File: src/rtl/comparador_escalonador_pkg.sv
// Shared definitions for the time-shared equality comparator slice.
// Holds the operand code width and the scheduler FSM state encoding.
// No ports; imported by every module of the block.
package comparador_escalonador_pkg;

   localparam int CODE_W = 3;

   // 2'd3 is not a legal state; the FSM recovers from it to IDLE.
   typedef enum logic [1:0] {
      IDLE = 2'd0,
      CMP  = 2'd1,
      RESP = 2'd2
   } state_t;

endpackage

File: src/rtl/comparador_igualdade_3b.sv
// Purpose: combinational equality of two CODE_W-bit codes; latency 0; no backpressure.
// Ports: a_i, b_i - codes to compare; eq_o - 1 when a_i == b_i.
// Instantiated once and shared by all requester channels through the scheduler.
module comparador_igualdade_3b
   import comparador_escalonador_pkg::*;
(
   input  logic [CODE_W-1:0] a_i,
   input  logic [CODE_W-1:0] b_i,
   output logic              eq_o
);

   assign eq_o = (a_i == b_i);

endmodule

File: src/rtl/comparador_escalonador.sv
// Purpose: round-robin time-sharing of one equality comparator among N channels, with per-channel mismatch alarms.
// Latency: request sampled in IDLE at edge t -> one-hot ack plus match during cycle t+2; one compare per 3 cycles.
// Backpressure: requesters hold req/codes until ack; operands are latched at grant so later changes are ignored.
// Ports: clk, reset (sync, active-high); req[N], code_a/code_b[3N] (channel i at [3i+2:3i]), alarm_clr[N];
//        ack[N] one-hot pulse, match (valid with ack, else 0), busy (state != IDLE), alarm[N] registered.
module comparador_escalonador
   import comparador_escalonador_pkg::*;
#(
   parameter int N          = 4,   // requester channels, 2..8
   parameter int MISS_LIMIT = 3,   // consecutive mismatches that raise alarm, 1..15
   parameter int CW         = 4    // counter width, 2**CW > MISS_LIMIT
)
(
   input  logic                clk,
   input  logic                reset,
   input  logic [N-1:0]        req,
   input  logic [CODE_W*N-1:0] code_a,
   input  logic [CODE_W*N-1:0] code_b,
   input  logic [N-1:0]        alarm_clr,
   output logic [N-1:0]        ack,
   output logic                match,
   output logic                busy,
   output logic [N-1:0]        alarm
);

   localparam int IW = $clog2(N);

   state_t            state_q, state_d;
   logic [IW-1:0]     idx_q, idx_d;
   logic [IW-1:0]     rr_q, rr_d;
   logic [CODE_W-1:0] a_l_q, a_l_d;
   logic [CODE_W-1:0] b_l_q, b_l_d;
   logic              match_r_q, match_r_d;
   logic [CW-1:0]     cnt_q [N];
   logic [CW-1:0]     cnt_d [N];
   logic [N-1:0]      alarm_q, alarm_d;

   logic              eq_w;
   logic              grant_vld;
   logic [IW-1:0]     grant_idx;
   logic [IW-1:0]     rr_next;

   comparador_igualdade_3b u_eq (
      .a_i  (a_l_q),
      .b_i  (b_l_q),
      .eq_o (eq_w)
   );

   // Round-robin search: candidates rr_q, rr_q+1, ... wrapped modulo N.
   // One extra bit on the sum keeps the wrap correct for non power-of-two N.
   always_comb begin
      logic [IW:0] sum_v;
      sum_v     = '0;
      grant_vld = 1'b0;
      grant_idx = '0;
      for (int i = 0; i < N; i++) begin
         sum_v = {1'b0, rr_q} + (IW+1)'(i);
         if (sum_v >= (IW+1)'(N)) begin
            sum_v = sum_v - (IW+1)'(N);
         end
         if (!grant_vld && req[sum_v[IW-1:0]]) begin
            grant_vld = 1'b1;
            grant_idx = sum_v[IW-1:0];
         end
      end
   end

   // Pointer moves to the channel just after the one being served.
   always_comb begin
      logic [IW:0] nxt_v;
      nxt_v = {1'b0, idx_q} + (IW+1)'(1);
      if (nxt_v >= (IW+1)'(N)) begin
         nxt_v = '0;
      end
      rr_next = nxt_v[IW-1:0];
   end

   // Scheduler FSM: IDLE (grant + latch) -> CMP (compare) -> RESP (ack).
   always_comb begin
      state_d   = state_q;
      idx_d     = idx_q;
      rr_d      = rr_q;
      a_l_d     = a_l_q;
      b_l_d     = b_l_q;
      match_r_d = match_r_q;
      ack       = '0;
      match     = 1'b0;
      busy      = 1'b1;
      case (state_q)
         IDLE: begin
            busy = 1'b0;
            if (grant_vld) begin
               idx_d   = grant_idx;
               a_l_d   = code_a[int'(grant_idx)*CODE_W +: CODE_W];
               b_l_d   = code_b[int'(grant_idx)*CODE_W +: CODE_W];
               state_d = CMP;
            end
         end
         CMP: begin
            match_r_d = eq_w;
            state_d   = RESP;
         end
         RESP: begin
            ack[idx_q] = 1'b1;
            match      = match_r_q;
            rr_d       = rr_next;
            state_d    = IDLE;
         end
         default: begin
            state_d = IDLE;
         end
      endcase
   end

   // Mismatch counters: only the served channel moves, and only in CMP.
   // alarm_clr is applied last so it beats a same-cycle CMP update.
   // alarm is taken from the next-state count so it rises with the counter,
   // i.e. it is already high during the RESP cycle of the limiting mismatch.
   always_comb begin
      for (int i = 0; i < N; i++) begin
         cnt_d[i] = cnt_q[i];
         if (state_q == CMP && idx_q == IW'(i)) begin
            if (eq_w) begin
               cnt_d[i] = '0;
            end else if (cnt_q[i] >= CW'(MISS_LIMIT)) begin
               cnt_d[i] = CW'(MISS_LIMIT);
            end else begin
               cnt_d[i] = cnt_q[i] + CW'(1);
            end
         end
         if (alarm_clr[i]) begin
            cnt_d[i] = '0;
         end
         alarm_d[i] = (cnt_d[i] == CW'(MISS_LIMIT));
      end
   end

   always_ff @(posedge clk) begin
      if (reset) begin
         state_q   <= IDLE;
         idx_q     <= '0;
         rr_q      <= '0;
         a_l_q     <= '0;
         b_l_q     <= '0;
         match_r_q <= 1'b0;
         cnt_q     <= '{default: '0};
         alarm_q   <= '0;
      end else begin
         state_q   <= state_d;
         idx_q     <= idx_d;
         rr_q      <= rr_d;
         a_l_q     <= a_l_d;
         b_l_q     <= b_l_d;
         match_r_q <= match_r_d;
         cnt_q     <= cnt_d;
         alarm_q   <= alarm_d;
      end
   end

   assign alarm = alarm_q;

endmodule
File: config.mk
export PLATFORM = sky130hd
export DESIGN_NAME = comparador_escalonador
export DESIGN_NICKNAME = d
export VERILOG_FILES = /design/src/rtl/comparador_escalonador_pkg.sv /design/src/rtl/comparador_igualdade_3b.sv /design/src/rtl/comparador_escalonador.sv
export SDC_FILE = /design/constraint.sdc
export NUM_CORES = 1
export LEC_CHECK = 0
export BUFFER_PORTS_ARGS = -buffer_cell sky130_fd_sc_hd__buf_2
export CORE_MARGIN = 2
export CORE_UTILIZATION = 53
export DETAILED_ROUTE_END_ITERATION = 8
export PLACE_DENSITY = 0.8
export REMOVE_ABC_BUFFERS = 1
export SLEW_MARGIN = 40
export SYNTH_ARGS = -nofsm -noshare
export SYNTH_HDL_FRONTEND = slang
export SYNTH_SLANG_ARGS = --single-unit
File: constraint.sdc
create_clock -name clk -period 3.8 [get_ports clk]
set_input_delay 0.38 -clock clk [delete_from_list [all_inputs] [get_ports clk]]
set_output_delay 0.38 -clock clk [all_outputs]
set_load 0.1 [all_outputs]
==> results.toml, run 1 <==
[outcome]
status = "finished, final reports clean"

[detailed_routing]
routed_wl_mm = 3.625
viasPerCell = 5.529
vias = 1432
firstDrtPassIters = 4
first_iter_violations = 38
drc = 0
final_antenna_net_count = 0
wl_per_cell_um = 14.00

[finish]
layout-drive-gt1-share = 0.3209
syn_to_final_growth_pct = 16.96
num-fill-cells = 277
nets = 257
design_area_um2 = 2002
diodes = 0
final_cell_mix = "buf_2, dfxtp_1, nor3_1"
final_common_cell = "buf_2"

[floorplan]
die_y_um = 60.83
rows = 20
core_area_um2 = 3053
chipWidth_um = 60.83
start_util = 0.5607
ioPinCount = 44
die_area_um2 = 3700

[worst_setup_path]
worstPathRequired_ns = 3.42
worst-path-stages = 3
critPathSlowestCell = "buf_2"
path_delay_family = "simple AND/OR/NAND/NOR gates"
rr_endpoint = "b_l_q[2]"
end_kind = "output pin"
crit_chain = "nor2b_1 -> and2_1 -> buf_2"
r2r_setup_slack_ns = 2.11
worstSetupStartpointType = "flip-flop"
arrival_ns = 1.75
path_buf_inv = 1
endpoint = "match"
startpoint = "state_q[1]"
r2r-start = "rr_q[1]"
crit_type = "reg -> out"
cp_max_fo = 8
rr_worst_depth = 5
slowest_delay_ns = 0.43

[timing]
slew_headroom = 0.5570
finalSetupViolCount = 0
hold_violations = 0
rsz0062_at_grt = "false"
worst_slew_pin_slew_ns = 0.6622
setup_tns_ns = 0
max_freq_ghz = 0.4685
fin_skew_ns = 0.01230
period_share = 0.5617
final-max-slew-violation-count = 0
min_period_ns = 2.135
fin_hold_ws_ns = 0.2347

[yosys]
synthesis.area_um2 = 1712
syn_avg_cell_area_um2 = 10.07
synth_edf_count = 0
ys_ff_latch = 33
ys_types = 33
seq_area_frac_synth = 0.3860
netlist.area_leader.share = 0.3860
synth.area.top_cells = "dfxtp_1, mux2i_1, ha_1, o221ai_2, nor3_1"
syn_inst = 170
synthArstFlopShare = 0
yosysTopAreaCell = "dfxtp_1"
yosys_warnings = 0
synth_top_flop_cell = "dfxtp_1"

[global_routing]
grtUsageTotal = 0.2131
grt_pass1_vias = 1360
grt_overflow = 0
grt_pass1_wl_mm = 5.727
antenna_found_initial = 0
grt_max_degree = 26

[clocking]
clk_latency_ns = 0.34
cts_max_level = 2
cts_resized = 0
cts.sinks = 33
cts_setup_buffers = 0
cts_root_buf = "clkbuf_4"
cts_tree = "yes"
clk_pin_slew_ns = 0.10
hold_buffers = 0
clock_path_buffers = 2
numCtsBuffers = 5

[placement]
portBuffers = 43
gp_congestion = 0.7425
place_hpwl_mm = 2.722
placed_area_um2 = 1947

[power_and_ir_drop]
cellPowerDensity_nw_per_um2 = 367.8
leakage_nw = 0.8826
peakVddDrop_mv = 0.2395

[hold_path]
hold_class = "in -> reg"

[flow_run]
cap_violations = 0
==> how the worst min path moves through the flow <==
stage	cells after the start	slack (ns)	end	from
floorplan	2	0.45	match_r_q	match_r_q
global placement	2	0.47	match_r_q	match_r_q
detailed placement	2	0.49	match_r_q	match_r_q
CTS	2	0.22	cnt_q[4]	alarm_clr[2]
global route	2	0.21	cnt_q[8]	alarm_clr[1]
finish	2	0.23	cnt_q[8]	alarm_clr[1]
==> sequential cells by signal, indices dropped and copies added (netlist names) <==
signal	count
b_l_q	3
state_q	2
a_l_q	3
alarm	4
rr_q	2
idx_q	2
match_r_q	1
cnt_q	16
==> layout make-up <==
class | instances | area, µm² | share of cell area
clock buffer | 7 | 55.05 | 0.02750
inverter | 6 | 22.52 | 0.01125
sequential | 33 | 660.6 | 0.3300
timing repair buffer | 43 | 215.2 | 0.1075
multi-input combinational | 126 | 993.5 | 0.4963
tap | 44 | 55.05 | 0.02750
==> per-stage QoR <==
stage          cells  total power, W  setup slack [ns]  utilization
6_report         259       0.0007363             1.665       0.6557
5_1_grt          259       0.0007751             1.550       0.6557
4_1_cts          259       0.0007445             1.638       0.6557
3_5_place_dp     252       0.0005445             1.953       0.6377
3_3_place_gp     252       0.0005378             2.064       0.6377
2_1_floorplan    165       0.0004953             1.981            -
==> cells by family (layout without fill, tap and decap cells) <==
logic type / Yosys count / after routing / synth area share
AO/OA/AOI/OAI: 32 / 32 / 0.1725
multiplexers: 15 / 15 / 0.08772
adder cells (fa/ha/maj): 8 / 8 / 0.05848
XOR/XNOR: 3 / 3 / 0.01535
AND/OR/NAND/NOR: 68 / 68 / 0.2463
flip-flops: 33 / 33 / 0.3860
buffers and inverters: 11 / 56 / 0.03362
==> synth_stat cells (all sizes together), types with 4 or more instances <==
master   n
dfxtp   33
nor3    17
mux2i   15
a21oi   13
nor2    13
and3     8
ha       8
inv      6
nand3b   6
o221ai   6
and2     5
nand2    5
o21ai    5
a211oi   4
clkbuf   4
nor4     4
nor4bb   4
==> power breakdown <==
part	leakage (nW)	internal [W]	switching [W]	total, W
Sequential	0.268	0.000361	0.0000112	0.000372
Clock	0.0314	0.0000873	0.000113	0.000200
Combinational	0.583	0.0000617	0.000102	0.000164
==> metal layers <==
metal	GRT usage	wire length (µm)	vias to the layer above
met5	0	0	-
li1	-	-	718
met3	0.06610	123	7
met2	0.3717	1858	21
met1	0.2411	1586	686
met4	0.08696	56	0
(Power assumes the default switching activity.)
==> run 2, diff against run 1 <==
Settings changed: CORE_UTILIZATION 53 to 52, PLACE_DENSITY 0.8 to 0.79.
Clock period 3.8 ns to 2 ns, I/O delays scaled along.
==> run 2 against run 1 <==
  * Hold slack lost 0.19 ns
  * Register-to-register slack lost 1.7 ns
  * Total power grew 110%
  * Clock skew shrank 0.0048 ns
  * Clock power grew to 2.6 times the previous value
  * Die area grew 1.8%
  * Core utilization grew 0.23 points
  * Cell count grew 0.77%
==> results.toml, run 2 (same netlist as run 1, synthesis figures left out) <==
[outcome]
status = "finished, final reports clean"

[hold_path]
hold_class = "in -> reg"
hold_depth = 2
worstHoldEndpoint = "cnt_q[8]"
min_from = "alarm_clr[1]"

[finish]
final_common_cell = "buf_2"
syn_to_final_growth_pct = 19.30
largest_reg_flops = 16
design_area_um2 = 2042
layout-drive-gt1-share = 0.3318
diodes = 0
final_cell_mix = "buf_2, dfxtp_1, nor3_1"
num-fill-cells = 272
regMostFlops = "cnt_q"
nets = 258

[global_routing]
grt_max_degree = 26
grtUsageTotal = 0.2009
antenna_found_initial = 0
grt_overflow = 0
grt_pass1_wl_mm = 5.637
grt_pass1_vias = 1346

[worst_setup_path]
arrival_ns = 1.59
rr_endpoint = "b_l_q[2]"
crit_type = "reg -> out"
worstSetupStartpointType = "flip-flop"
rr_worst_depth = 5
end_kind = "output pin"
cp_max_fo = 8
r2r_setup_slack_ns = 0.39
worstPathRequired_ns = 1.80
r2r-start = "rr_q[1]"

[clocking]
hold_buffers = 0
cts_setup_buffers = 0
clk_latency_ns = 0.33
cts.sinks = 33
cts_max_level = 2
cts_root_buf = "clkbuf_4"
clock_path_buffers = 2
cts_tree = "yes"
numCtsBuffers = 5
clk_pin_slew_ns = 0.10
cts_resized = 0

[floorplan]
die_area_um2 = 3766
ioPinCount = 44
chipWidth_um = 61.37
core_area_um2 = 3103
start_util = 0.5516
rows = 20
die_y_um = 61.37

[placement]
place_hpwl_mm = 2.570
placed_area_um2 = 1954
gp_congestion = 0.6844
portBuffers = 43

[detailed_routing]
first_iter_violations = 35
drc = 0
routed_wl_mm = 3.484
firstDrtPassIters = 4
final_antenna_net_count = 0
vias = 1403
viasPerCell = 5.375
wl_per_cell_um = 13.35

[power_and_ir_drop]
peakVddDrop_mv = 0.4478
leakage_nw = 0.9019
cellPowerDensity_nw_per_um2 = 762.1

[timing]
worst_slew_pin_slew_ns = 0.6728
fin_skew_ns = 0.007484
max_freq_ghz = 0.5595
rsz0062_at_grt = "false"
finalSetupViolCount = 0
period_share = 0.8937
min_period_ns = 1.787
slew_headroom = 0.5499
hold_violations = 0
setup_tns_ns = 0
final-max-slew-violation-count = 0

[flow_run]
cap_violations = 0
## run 2: worst max-delay path, stage by stage, from the launching register on
cell and delay [ns]:
dfxtp_1 0.36, nor2b_2 0.30, and2_1 0.18, buf_2 0.42
## run 2: through the flow
step | total power (W) | hold slack (ns) | instances | worst slack (ns) | utilization
2_1_floorplan | 0.0009411 | 0.2716 | 165 | 0.3609 | -
3_3_place_gp | 0.001034 | 0.3967 | 253 | 0.4247 | 0.6298
3_5_place_dp | 0.001046 | 0.4033 | 253 | 0.3774 | 0.6298
4_1_cts | 0.001570 | 0.03850 | 261 | 0.07872 | 0.6573
5_1_grt | 0.001626 | 0.03782 | 261 | 0.1025 | 0.6581
6_report | 0.001556 | 0.04634 | 261 | 0.2127 | 0.6581
## run 2: worst max-delay path by stage
stage / start / endpoint / cells after the start
3_3_place_gp: rr_q[1] / a_l_q[0] / 5
5_1_grt: state_q[1] / ack[0] / 3
4_1_cts: state_q[1] / ack[2] / 3
3_5_place_dp: rr_q[1] / b_l_q[2] / 5
6_report: state_q[1] / ack[2] / 3
2_1_floorplan: state_q[1] / ack[0] / 2
## run 2: layer usage
metal / GRT usage / vias to the layer above / wire [µm]
met3: 0.03992 / 6 / 163
met5: 0 / - / 0
met1: 0.2409 / 647 / 1498
met2: 0.3511 / 29 / 1778
li1: - / 721 / -
met4: 0.08207 / 0 / 44
## run 2: power by group
part	leakage (nW)	switching (W)	total, W	internal, W
clock	0.0455	0.000227	0.000525	0.000298
combinational	0.588	0.000196	0.000323	0.000127
sequential	0.268	0.0000218	0.000708	0.000686
## run 2: cell type report
type	count	area, µm²	share of cell area
Clock buffer	7	55.05	0.02696
Sequential cell	33	660.6	0.3235
Timing Repair Buffer	44	222.7	0.1091
Multi-Input combinational cell	126	996.0	0.4877
Tap cell	44	55.05	0.02696
Clock inverter	1	30.03	0.01471
Inverter	6	22.52	0.01103
